--- config.mk ---
export PLATFORM = sky130hd
export DESIGN_NAME = neuron_mac_seq_flat
export DESIGN_NICKNAME = d
export VERILOG_FILES = /design/src/rtl/neuron_pkg.sv /design/src/rtl/neuron_mac_seq_if.sv /design/src/rtl/neuron_mac_seq.sv /design/src/flat_wrapper.sv
export SDC_FILE = /design/constraint.sdc
export NUM_CORES = 1
export LEC_CHECK = 0
export BUFFER_PORTS_ARGS = -buffer_cell sky130_fd_sc_hd__buf_2
export CORE_UTILIZATION = 35
export DETAILED_ROUTE_END_ITERATION = 10
export PLACE_DENSITY = 0.66
export REMOVE_ABC_BUFFERS = 1
export SLEW_MARGIN = 10
export SYNTH_ARGS = -nofsm -noshare
export SYNTH_HDL_FRONTEND = slang
export SYNTH_SLANG_ARGS = --single-unit
export TNS_END_PERCENT = 20
--- constraint.sdc ---
create_clock -name clk_i -period 10.85 [get_ports clk_i]
set_input_delay 1.6275 -clock clk_i [delete_from_list [all_inputs] [get_ports clk_i]]
set_output_delay 1.6275 -clock clk_i [all_outputs]
set_load 0.05 [all_outputs]
--- src/rtl/neuron_pkg.sv ---
// Shared types and sizing helpers for the time-multiplexed neuron datapath.
package neuron_pkg;

    typedef enum logic [1:0] {
        IDLE = 2'd0,
        MAC  = 2'd1,
        DONE = 2'd2
    } state_t;

    // Weights are Q1.7: one sign/integer bit on top of the fraction.
    localparam int FRAC_W  = 7;
    localparam int DEF_X_W = 10;
    localparam int DEF_W_W = FRAC_W + 1;

    // Full-precision accumulator width: product width plus growth for n terms.
    function automatic int acc_width(input int x_w, input int w_w, input int n);
        return x_w + w_w + $clog2(n);
    endfunction

    function automatic int idx_width(input int n);
        return (n > 1) ? $clog2(n) : 1;
    endfunction

endpackage

--- src/rtl/neuron_mac_seq_if.sv ---
// Start/done handshake and operand bus between layer control and one neuron.
interface neuron_mac_seq_if
    import neuron_pkg::*;
#(
    parameter int N_INPUTS = 16,
    parameter int X_W      = DEF_X_W,
    parameter int W_W      = DEF_W_W,
    parameter int ACC_W    = acc_width(X_W, W_W, N_INPUTS)
);
    logic                    start_i;
    logic                    relu_i;
    logic [N_INPUTS*X_W-1:0] x_flat_i;
    logic [N_INPUTS*W_W-1:0] w_flat_i;
    logic                    busy_o;
    logic                    done_o;
    logic [ACC_W-1:0]        result_o;

    modport master (
        output start_i, relu_i, x_flat_i, w_flat_i,
        input  busy_o, done_o, result_o
    );

    modport slave (
        input  start_i, relu_i, x_flat_i, w_flat_i,
        output busy_o, done_o, result_o
    );

endinterface

--- src/rtl/neuron_mac_seq.sv ---
// Time-multiplexed neuron: signed dot product of N_INPUTS activation/weight
// pairs, one term per cycle at full precision, with optional ReLU on the result.
module neuron_mac_seq
    import neuron_pkg::*;
#(
    parameter int N_INPUTS = 16,
    parameter int X_W      = DEF_X_W,
    parameter int W_W      = DEF_W_W,
    parameter int ACC_W    = acc_width(X_W, W_W, N_INPUTS)
) (
    input logic             clk_i,
    input logic             rst_i,
    neuron_mac_seq_if.slave bus
);
    localparam int IDX_W  = idx_width(N_INPUTS);
    localparam int N_PAD  = 1 << IDX_W;
    localparam int PROD_W = X_W + W_W;
    localparam logic [IDX_W-1:0] LAST_IDX = IDX_W'(N_INPUTS - 1);

    state_t                  state;
    logic [IDX_W-1:0]        idx;
    logic signed [ACC_W-1:0] acc;
    logic signed [ACC_W-1:0] acc_next;
    logic signed [ACC_W-1:0] result_q;
    logic                    done_q;
    logic                    relu_q;

    // Operand tables are padded to a power of two so every idx value selects
    // a real entry; the padding entries are tied to zero.
    logic [X_W-1:0] x_src [N_PAD];
    logic [W_W-1:0] w_src [N_PAD];
    logic [X_W-1:0] x_lat [N_PAD];
    logic [W_W-1:0] w_lat [N_PAD];

    logic signed [X_W:0]        x_term;
    logic signed [W_W-1:0]      w_term;
    logic signed [PROD_W-1:0]   prod;

    for (genvar k = 0; k < N_PAD; k++) begin : g_unpack
        if (k < N_INPUTS) begin : g_live
            assign x_src[k] = bus.x_flat_i[k*X_W +: X_W];
            assign w_src[k] = bus.w_flat_i[k*W_W +: W_W];
        end else begin : g_pad
            assign x_src[k] = '0;
            assign w_src[k] = '0;
        end
    end

    // NOTE: operand registers carry no reset; they are always reloaded on start
    // before being read, so a reset term would only cost flops and fanout.
    always_ff @(posedge clk_i) begin
        if (state == IDLE && bus.start_i) begin
            x_lat  <= x_src;
            w_lat  <= w_src;
            relu_q <= bus.relu_i;
        end
    end

    // Activation is zero-extended by one bit so the multiply is signed x signed.
    assign x_term   = signed'({1'b0, x_lat[idx]});
    assign w_term   = signed'(w_lat[idx]);
    assign prod     = PROD_W'(x_term) * PROD_W'(w_term);
    assign acc_next = acc + ACC_W'(prod);

    // NOTE: all sequential state uses non-blocking assignments so every register
    // sees the pre-edge value of the others, independent of statement order.
    always_ff @(posedge clk_i) begin
        if (!rst_i) begin
            state    <= IDLE;
            acc      <= '0;
            idx      <= '0;
            result_q <= '0;
            done_q   <= 1'b0;
        end else begin
            done_q <= 1'b0;
            unique case (state)
                IDLE: begin
                    if (bus.start_i) begin
                        acc   <= '0;
                        idx   <= '0;
                        state <= MAC;
                    end
                end
                MAC: begin
                    acc <= acc_next;
                    idx <= idx + IDX_W'(1);
                    // Result and done are loaded with the last term so both are
                    // visible from a register throughout the DONE cycle.
                    if (idx == LAST_IDX) begin
                        state    <= DONE;
                        done_q   <= 1'b1;
                        result_q <= (relu_q && acc_next[ACC_W-1]) ? '0 : acc_next;
                    end
                end
                DONE:    state <= IDLE;
                default: state <= IDLE;
            endcase
        end
    end

    assign bus.busy_o   = (state != IDLE);
    assign bus.done_o   = done_q;
    assign bus.result_o = result_q;

endmodule

--- src/flat_wrapper.sv ---
// flat-port wrapper written by rule: the top's interface ports become plain ports
module neuron_mac_seq_flat import neuron_pkg::*;
#(
    parameter int N_INPUTS = 16,
    parameter int X_W      = DEF_X_W,
    parameter int W_W      = DEF_W_W,
    parameter int ACC_W    = acc_width(X_W, W_W, N_INPUTS)
)
  (clk_i, rst_i, bus_start_i, bus_relu_i, bus_x_flat_i, bus_w_flat_i, bus_busy_o, bus_done_o, bus_result_o);
  neuron_mac_seq_if #(.N_INPUTS(N_INPUTS), .X_W(X_W), .W_W(W_W), .ACC_W(ACC_W)) bus_i ();
  input logic clk_i;
  input logic rst_i;
  input wire logic [$bits(bus_i.start_i)-1:0] bus_start_i;
  input wire logic [$bits(bus_i.relu_i)-1:0] bus_relu_i;
  input wire logic [$bits(bus_i.x_flat_i)-1:0] bus_x_flat_i;
  input wire logic [$bits(bus_i.w_flat_i)-1:0] bus_w_flat_i;
  output wire logic [$bits(bus_i.busy_o)-1:0] bus_busy_o;
  output wire logic [$bits(bus_i.done_o)-1:0] bus_done_o;
  output wire logic [$bits(bus_i.result_o)-1:0] bus_result_o;
  assign bus_i.start_i = bus_start_i;
  assign bus_i.relu_i = bus_relu_i;
  assign bus_i.x_flat_i = bus_x_flat_i;
  assign bus_i.w_flat_i = bus_w_flat_i;
  assign bus_busy_o = bus_i.busy_o;
  assign bus_done_o = bus_i.done_o;
  assign bus_result_o = bus_i.result_o;
  neuron_mac_seq #(.N_INPUTS(N_INPUTS), .X_W(X_W), .W_W(W_W), .ACC_W(ACC_W)) u_core (.clk_i(clk_i), .rst_i(rst_i), .bus(bus_i));
endmodule
; Word-level counts from Yosys, hierarchy flattened
; Index checks and enable logic that the tools add are counted.
[totals]
input_bits = 292
out_inout_bits = 24
regBits = 340
[classes]
n_lt_le_gt_ge = 1
n_eq_ne = 4
multipliers = 1
bitwise_logic = 1
n_addsub = 2
muxes = 15
n_reduce_logical = 9
[op_table]
columns = op, n
row1 = 22-bit 2-to-1 mux, 2
row2 = 22-bit case mux with 2 select lines, 1
row3 = 10-bit binary-select mux with 4-bit select, 1
row4 = 8-bit binary-select mux with 4-bit select, 1
row5 = 22-bit by 18-bit adder with 22-bit output, 1
row6 = 10-bit 2-to-1 mux, 2
row7 = 11-bit by 8-bit multiplier with 18-bit output, 1
row8 = 8-bit 2-to-1 mux, 2
row9 = 4-bit case mux with 2 select lines, 1
row10 = 2-bit AND reduction, 4
row11 = 5-bit >= comparator (second input constant), 1
row12 = 4-bit inverter with 5-bit output, 1
row13 = 4-bit by 1-bit adder with 4-bit output (second input constant), 1
row14 = 4-bit == test (second input constant), 1
row15 = 2-bit 2-to-1 mux, 2
row16 = 4-bit 2-to-1 mux, 1
row17 = 2-bit case mux with 2 select lines, 1
row18 = 2-bit nonzero test, 2
row19 = 2-bit by 1-bit == test with 1-bit output (second input constant), 1
row20 = 1-bit logical AND, 2
row21 = 2-bit zero test, 1
row22 = 2-bit by 1-bit != test with 1-bit output (second input constant), 1
row23 = 2-bit != test (second input constant), 1
row24 = 1-bit 2-to-1 mux, 1

; Logic depth before layout (Yosys ltp)
; Gate-level depths: netlist of the first run.
[logic_depth]
depth_word = 8
depth_mapped = 34
depth_no_buf = 31

; Worst setup path before layout of the first run
; OpenSTA, ideal clock, no wires.
[synth_path]
kind = input-to-reg
start = in bus_start_i
end = reg u_core.idx[0]
n_path_buf = 1
path_slack_ns = 2.546
required_ns = 10.722
cell_stages = 6
arrival_time_ns = 8.177
cell_sequence = nand2_1 inv_1 nor2_1 clkbuf_1 a21oi_1 nor2_1
[synth_via]
elab_chain_len = 2
[synth_lines]
columns = item, line
row1 = "start, declared", flat_wrapper.sv:13  ; input wire logic [$bits(bus_i.start_i)-1:0] bus_start_i;
row2 = 2-bit != test (no source line), -
row3 = 2-bit AND reduction (no source line), -
row4 = "end signal, assigned", neuron_mac_seq.sv:86  ; idx <= idx + IDX_W'(1);
row5 = "end, declared", neuron_mac_seq.sv:21  ; logic [IDX_W-1:0] idx;
; No other way between the ends.
; A chain may end at the register's enable or synchronous reset.

; Worst setup path after layout of the first run
[layout_path]
start = reg u_core.idx[0]
end = reg u_core.result_q[2] (netlist: u_core.bus.result_o[2])
[layout_via]
elab_chain_len = 8
word_cells_on_any_way = 13
classes_between = add/sub: 1 / mul: 1 / eq/ne: 1 / mux: 7 / bitwise: 1 / reduce/logical: 2
[layout_lines]
columns = item, line
row1 = 4-bit inverter with 5-bit output (not written as such), "neuron_mac_seq.sv:60, neuron_mac_seq.sv:61"
row2 = 10-bit binary-select mux with 4-bit select or 8-bit binary-select mux with 4-bit select (tied branches), "neuron_mac_seq.sv:60, neuron_mac_seq.sv:61"
row3 = 10-bit 2-to-1 mux (not written as such) or 8-bit 2-to-1 mux (tied branches) (2 in series), "neuron_mac_seq.sv:60, neuron_mac_seq.sv:61"
row4 = 11-bit by 8-bit multiplier with 18-bit output, neuron_mac_seq.sv:62  ; assign prod = PROD_W'(x_term) * PROD_W'(w_term);
row5 = 22-bit by 18-bit adder with 22-bit output, neuron_mac_seq.sv:63  ; assign acc_next = acc + ACC_W'(prod);
row6 = 1-bit logical AND, neuron_mac_seq.sv:92  ; result_q <= (relu_q && acc_next[ACC_W-1]) ? '0 : acc_next;
row7 = 22-bit 2-to-1 mux, neuron_mac_seq.sv:92
row8 = "end signal, assigned", neuron_mac_seq.sv:92
row9 = "end, declared", neuron_mac_seq.sv:24  ; logic signed [ACC_W-1:0] result_q;
; Several ways; a longest one is shown, not always the timed one. The select of a mux whose other input is x is not followed.

==> flow_summary.yaml, run 1 <==
run_status:
  result_of_the_run: "complete, no violations"
synthesis:
  predominant_post_synthesis_flop_cell: "sky130_fd_sc_hd__edfxtp_1"
  top_cells_by_area_synth: "sky130_fd_sc_hd__edfxtp_1, sky130_fd_sc_hd__mux4_2, sky130_fd_sc_hd__dfxtp_1"
  synth.ff_latch_count: 340
  synth.largest_area_cell: "sky130_fd_sc_hd__edfxtp_1"
  share_of_synthesized_flip_flops_with_an_asynchronous_set_or_reset_pct: 0
  synth-edff-count: 289
  synth_cell_types: 54
  mean_cell_area_of_the_mapped_netlist_um2: 15.5
  syn-cell-area_mm2: 0.0162
  synthCells: 1045
  synth_warnings: 0
  synth_largest_type_area_fraction_pct: 53.6
  synth_seq_area_share_pct: 59.9
route:
  drc_errors: 0
  wl_um: 36700
  avgViaCountPerCell: 4.81
  drt_pass1_iterations: 5
  detailroute.via_count: 9699
  dr.first_iter.drc_count: 494
  wl_per_cell_um: 18.2
  drt.antenna.violating_nets: 0
final_layout:
  utilization_pct: 43.4
  area_delta_synth_final_pct: 21.9
  most_frequent_cells_in_the_layout: "sky130_fd_sc_hd__buf_2, sky130_fd_sc_hd__edfxtp_1, sky130_fd_sc_hd__mux4_2"
  layout.cell_area.non_filler_mm2: 0.0197
  instances_no_fill: 2015
  fillCellCount: 4093
  seq_cell_area_mm2: 0.00971
  layout.cells.most_common: "sky130_fd_sc_hd__buf_2"
  drive_above_1_share_pct: 35.6
  layout.nets: 1786
  multi_input_area_mm2: 0.00602
worst_setup_path:
  endpoint_kind: "register"
  worst-path-max-fanout: 43
  path_class: "reg -> reg"
  reg2reg_from: "u_core.idx[0]"
  ff2ff_setup_slack_ps: 2000
  crit_path_top_delay_cell: "sky130_fd_sc_hd__o21ai_2"
  start_kind: "register"
  crit_start: "u_core.idx[0]"
  path_common_cell: "sky130_fd_sc_hd__fa_1"
  cp_slowest_stage_delay_ps: 690
  ff2ff_path_depth: 30
  worst_ep_required_time_ps: 11250
  cp_data_arrival_time_ps: 9240
  r2r-end: "u_core.bus.result_o[2]"
power:
  switchingPower_mw: 1.77
  share_of_power_burned_in_registers_pct: 31.5
  leakage_nw: 7.72
  vdd.ir_drop.worst_mv: 0.217
  power.total_mw: 4.93
  clkPwrFrac_pct: 25.4
  internal_power_mw: 3.16
  power.share.combinational_pct: 43.0
  power_per_cell_area_mw_per_mm2: 250
  power_switching_share_pct: 35.9
cts:
  cts.root.buffer_cell: "sky130_fd_sc_hd__clkbuf_16"
  postCtsResizedCells: 0
  clkSinkCount: 340
  worstSkewPairLatency_ps: 550
  cts_max_path_buffers: 3
  post_cts_buffers: 0
  cts_hold_buffers: 0
  clk_pin_slew_ps: 60
  ctsHtreeMaxLevel: 2
  tritoncts: "built"
  cts_buffers: 38
floorplanning:
  start_util_pct: 35.6
  fp-row-count: 78
  die_y_um: 217
  core_region_area_mm2: 0.0455
  io_pins: 316
  die-area_mm2: 0.0471
  die_span_in_x_um: 217
timing:
  maxSlewHeadroom_pct: 32.1
  final-hold-violation-count: 0
  timing.setup.tns_ps: 0
  final.period_utilization_pct: 81.6
  fmax_ghz: 0.113
  final.setup_skew_ps: 25.6
  fin_hold_ws_ps: 451
  timing.final.ws_setup_ps: 2000
  worst_slew_pin_slew_ps: 1020
  setup-violations-final: 0
  unrepaired_setup_endpoints_after_global_routing: "no"
  finalCriticalPeriod_ps: 8850
  final_max_slew_viol_count: 0
grt:
  grt_use_total_pct: 15.9
  grt_first_pass_wirelength_um: 57000
  grt_antenna_before_repair: 10
  number_of_global_route_vias_before_repair: 10222
  maximum_number_of_pins_on_one_net_before_global_route_repair: 144
  global_route.overflow_total: 0
place:
  place.port_buffers: 315
  hpwlAfterDp_um: 27100
  placed_cells_incl_taps: 1938
  dpl_cell_area_mm2: 0.0185
  place.gp.congestion: 0.806
  preCtsSetupSlack_ps: 1960
worst_hold_path:
  worst_hold_class: "reg -> reg"
  min_delay_worst_endpoint: "u_core.bus.result_o[21]"
  hold_path_startpoint: "u_core.bus.result_o[21]"
  min_delay_path_depth: 2
flow_run:
  drv.max_cap_violation_count: 0
==> routing by layer <==
layer	global-route usage (%)	vias to the layer above	part of all wire (%)
met1	19.6	4754	41
met5	0	-	0.049
met2	26.8	286	49
met3	4.42	57	6.4
li1	-	4598	-
met4	5.42	4	2.7
==> power groups by stage <==
stage | clock network (mW) | registers (mW) | logic (mW)
floorplan | 0 | 1.60 | 1.63
global placement | 0 | 1.58 | 2.06
detailed placement | 0 | 1.58 | 2.11
CTS | 1.30 | 1.56 | 2.13
global route | 1.34 | 1.56 | 2.42
finish | 1.25 | 1.56 | 2.12
==> worst max-delay path, delay by kind of cell (launching register included) <==
| kind | cells | cell delay (ps) |
|---|---|---|
| flops | 1 | 510 |
| fa+ha+maj | 6 | 2650 |
| compound gates | 9 | 2070 |
| mux | 2 | 1160 |
| simple gates | 8 | 1490 |
| xor+xnor | 2 | 350 |
| buf+inv | 3 | 430 |
==> kinds of logic after synthesis <==
group,Yosys count,share of synthesized area (%)
AOI/OAI and AO/OA,134,5.27
xor gates and xnor gates,28,1.66
adders and majority gates,116,11.3
buffers and inverters,122,2.92
DFF,340,59.9
muxes,91,12.5
and+or+nand+nor,214,6.43
==> worst max path at each step <==
stage	endpoint	slack, ps	cells after the start
floorplan	u_core.bus.result_o[2]	500	29
global placement	u_core.bus.result_o[5]	2080	31
detailed placement	u_core.bus.result_o[2]	1960	31
CTS	u_core.bus.result_o[2]	1920	31
global route	u_core.bus.result_o[7]	1240	30
finish	u_core.bus.result_o[2]	2000	30
==> cells in the mapped netlist, drive strengths merged, types with 2 or more instances <==
cell type / instances
and2: 55
nor2b: 6
o21bai: 5
nor2: 35
or2: 4
o211ai: 3
a32o: 3
a21boi: 2
a21oi: 46
inv: 89
xor2: 5
ha: 66
or3: 5
o21ai: 40
nand3: 12
nand2b: 4
xnor2: 22
nand2: 79
a31oi: 3
dfxtp: 51
clkbuf: 20
edfxtp: 289
mux4: 89
a22oi: 2
a21o: 6
fa: 50
and3: 4
o21a: 8
nor3: 5
a31o: 2
o31ai: 2
a211oi: 3
buf: 12
==> cell type report <==
| cell class | instances | share of cell area [%] |
|---|---|---|
| Antenna cell | 9 | 0.114 |
| Clock buffer | 45 | 4.95 |
| Clock inverter | 23 | 1.19 |
| Inverter | 90 | 1.75 |
| Multi-Input combinational cell | 583 | 30.5 |
| Sequential cell | 340 | 49.2 |
| Tap cell | 600 | 3.80 |
| Timing Repair Buffer | 325 | 8.50 |
==> sequential cells by signal (all words and copies together), names as in the netlist <==
signal               cells
u_core.acc              22
u_core.bus.done_o        1
u_core.bus.result_o     22
u_core.idx               4
u_core.relu_q            1
u_core.state             2
u_core.w_lat           128
u_core.x_lat           160
(Power assumes the default switching activity.)
==> run 2: changes to the inputs <==
--- a/config.mk
+++ b/config.mk
@@ -5,10 +5,11 @@
 export SDC_FILE = /design/constraint.sdc
 export NUM_CORES = 1
 export LEC_CHECK = 0
+export ABC_AREA = 1
 export BUFFER_PORTS_ARGS = -buffer_cell sky130_fd_sc_hd__buf_2
 export CORE_UTILIZATION = 35
 export DETAILED_ROUTE_END_ITERATION = 10
-export PLACE_DENSITY = 0.66
+export PLACE_DENSITY = 0.67
 export REMOVE_ABC_BUFFERS = 1
 export SLEW_MARGIN = 10
 export SYNTH_ARGS = -nofsm -noshare
==> constraint.sdc (replaced) <==
create_clock -name clk_i -period 7.7 [get_ports clk_i]
set_input_delay 1.155 -clock clk_i [delete_from_list [all_inputs] [get_ports clk_i]]
set_output_delay 1.155 -clock clk_i [all_outputs]
set_load 0.05 [all_outputs]
==> flow_summary.yaml, run 2 <==
route:
  dr.first_iter.drc_count: 818
  drt.antenna.violating_nets: 0
  drt_pass1_iterations: 5
  avgViaCountPerCell: 4.97
  wl_um: 45800
  drc_errors: 0
  detailroute.via_count: 12928
  wl_per_cell_um: 17.6
floorplanning:
  fp-row-count: 80
  die_y_um: 223
  die_span_in_x_um: 223
  start_util_pct: 35.7
  die-area_mm2: 0.0497
  core_region_area_mm2: 0.0479
  io_pins: 316
worst_setup_path:
  worst_ep_required_time_ps: 8100
  reg2reg_from: "u_core.idx[0]"
  cp_slowest_stage_delay_ps: 520
  crit_end: "u_core.bus.result_o[20]"
  ff2ff_path_depth: 40
  cp_data_arrival_time_ps: 7630
  r2r-end: "u_core.bus.result_o[20]"
  crit_path_top_delay_cell: "sky130_fd_sc_hd__fa_1"
  path_class: "reg -> reg"
  path_common_cell: "sky130_fd_sc_hd__inv_1"
  start_kind: "register"
  worst-path-max-fanout: 25
  endpoint_kind: "register"
  ff2ff_setup_slack_ps: 480
  crit_start: "u_core.idx[0]"
synthesis:
  synth_cell_types: 41
  syn-cell-area_mm2: 0.0171
  ys_top_cells_by_count: "sky130_fd_sc_hd__edfxtp_1, sky130_fd_sc_hd__nand2_1, sky130_fd_sc_hd__inv_1, sky130_fd_sc_hd__nor2_1, sky130_fd_sc_hd__o21ai_0"
  synth.largest_area_cell: "sky130_fd_sc_hd__edfxtp_1"
  synth.most_common_cell: "sky130_fd_sc_hd__edfxtp_1"
  predominant_post_synthesis_flop_cell: "sky130_fd_sc_hd__edfxtp_1"
  synthCells: 1622
  synth.ff_latch_count: 340
  synth-edff-count: 289
  share_of_synthesized_flip_flops_with_an_asynchronous_set_or_reset_pct: 0
  mean_cell_area_of_the_mapped_netlist_um2: 10.5
  synth_warnings: 0
  synth_seq_area_share_pct: 56.7
  synth_largest_type_area_fraction_pct: 50.8
  top_cells_by_area_synth: "sky130_fd_sc_hd__edfxtp_1, sky130_fd_sc_hd__dfxtp_1, sky130_fd_sc_hd__fa_1"
timing:
  final-hold-violation-count: 0
  finalCriticalPeriod_ps: 7220
  worst_slew_pin_slew_ps: 1060
  fmax_ghz: 0.138
  timing.setup.tns_ps: 0
  final_max_slew_viol_count: 0
  final.setup_skew_ps: 26.3
  maxSlewHeadroom_pct: 29.1
  unrepaired_setup_endpoints_after_global_routing: "no"
  final.period_utilization_pct: 93.8
  setup-violations-final: 0
cts:
  cts.root.buffer_cell: "sky130_fd_sc_hd__clkbuf_16"
  cts_max_path_buffers: 3
  clkSinkCount: 340
  clk_pin_slew_ps: 60
  tritoncts: "built"
  ctsHtreeMaxLevel: 2
  cts_buffers: 37
  worstSkewPairLatency_ps: 560
final_layout:
  most_frequent_cells_in_the_layout: "sky130_fd_sc_hd__buf_2, sky130_fd_sc_hd__edfxtp_1, sky130_fd_sc_hd__nand2_1"
  fillCellCount: 4446
  layout.nets: 2362
  area_delta_synth_final_pct: 22.5
  layout.cell_area.non_filler_mm2: 0.0209
  largest_registers: "u_core.x_lat x160, u_core.w_lat x128"
  top_register: "u_core.x_lat"
  largest_register_ff_count: 160
  layout.cells.most_common: "sky130_fd_sc_hd__buf_2"
  drive_above_1_share_pct: 25.5
power:
  vdd.ir_drop.worst_mv: 0.453
  leakage_nw: 8.99
  power_per_cell_area_mw_per_mm2: 415
flow_run:
  drv.max_cap_violation_count: 0
run_status:
  result_of_the_run: "complete, no violations"
grt:
  global_route.overflow_total: 0
  grt_use_total_pct: 17.8
  maximum_number_of_pins_on_one_net_before_global_route_repair: 174
  grt_first_pass_wirelength_um: 68900
  grt_antenna_before_repair: 8
  number_of_global_route_vias_before_repair: 12918
place:
  place.port_buffers: 315
  dpl_cell_area_mm2: 0.0195
  hpwlAfterDp_um: 32100
  place.gp.congestion: 0.869
worst_hold_path:
  worst_hold_class: "reg -> reg"
[run 2: changes by cell type in the layout (fill, tap and decap cells not counted), sizes merged, moves of 19 or more]
cell	delta
o21ai	+117
nand2	+166
nor2	+159
a21oi	+39
buf	+39
o22ai	+19
mux4	-89
o221ai	+48
inv	+105
nand3	+47
and2	-55
[run 2: worst min path at each step]
stage                            startpoint  cells after the start                      end  slack (ps)
floorplan                     u_core.acc[0]                      2            u_core.acc[0]         450
global placement              u_core.acc[0]                      2            u_core.acc[0]         450
detailed placement           u_core.acc[11]                      2           u_core.acc[11]         460
CTS                          u_core.acc[11]                      2           u_core.acc[11]         470
global route        u_core.bus.result_o[12]                      2  u_core.bus.result_o[12]         490
finish               u_core.bus.result_o[9]                      2   u_core.bus.result_o[9]         470
[run 2: metal layers]
layer / track usage [%] / vias up / wire length (µm)
li1: - / 6260 / -
met1: 22.5 / 6153 / 19100
met2: 30.5 / 433 / 22700
met3: 3.53 / 80 / 2720
met4: 6.03 / 2 / 1200
met5: 0 / - / 13
[run 2: cell type report]
cell class | count | area [µm²] | area share [%]
Tap cell | 615 | 769 | 3.67
Sequential cell | 340 | 9710 | 46.3
Inverter | 200 | 759 | 3.63
Multi-Input combinational cell | 1009 | 6380 | 30.5
Clock buffer | 49 | 1080 | 5.14
Clock inverter | 17 | 120 | 0.573
Antenna cell | 7 | 17.5 | 0.0836
Timing Repair Buffer | 366 | 2110 | 10.1
[run 2: logic make-up (layout without fill, tap and decap cells)]
| logic type | after synthesis | in the layout | synth area share, % |
|---|---|---|---|
| fa+ha+maj | 116 | 116 | 10.7 |
| compound gates | 348 | 348 | 12.4 |
| simple gates | 525 | 525 | 12.9 |
| xor+xnor | 20 | 20 | 1.02 |
| other cells | 0 | 7 | 0 |
| flops | 340 | 340 | 56.7 |
| buf+inv | 273 | 632 | 6.26 |
[run 2: through the flow]
step	hold WS, ps	utilization, %	std cells	worst slack, ps	total power, mW
finish	471	43.7	2603	475	8.69
CTS	471	43.2	2580	176	8.61
global route	487	43.7	2603	34.4	9.45
detailed placement	463	40.7	2514	184	6.83
global placement	454	40.7	2514	235	6.76
floorplan	445	-	1549	-10910	5.77
[run 2: power by group]
| part | leakage (nW) | total (mW) | switching (mW) | internal (mW) |
|---|---|---|---|---|
| logic | 5.23 | 4.75 | 3.02 | 1.73 |
| clock network | 0.583 | 1.75 | 0.729 | 1.02 |
| registers | 3.18 | 2.20 | 0.0468 | 2.15 |
[run 2: timing repair]
action | 4_1_cts | 5_1_grt
setup buffers | 0 | 14
resized for setup | 0 | 19
endpoints found under the setup margin | 0 | 23
hold buffers | 0 | 0
[run 2: worst max-delay path: cells and delay by family, from the launching register on]
| family | cells | cell delay, ps |
|---|---|---|
| simple gates | 10 | 1000 |
| compound gates | 13 | 1890 |
| buf+inv | 10 | 1030 |
| xor+xnor | 1 | 140 |
| fa+ha+maj | 6 | 2620 |
| flops | 1 | 380 |
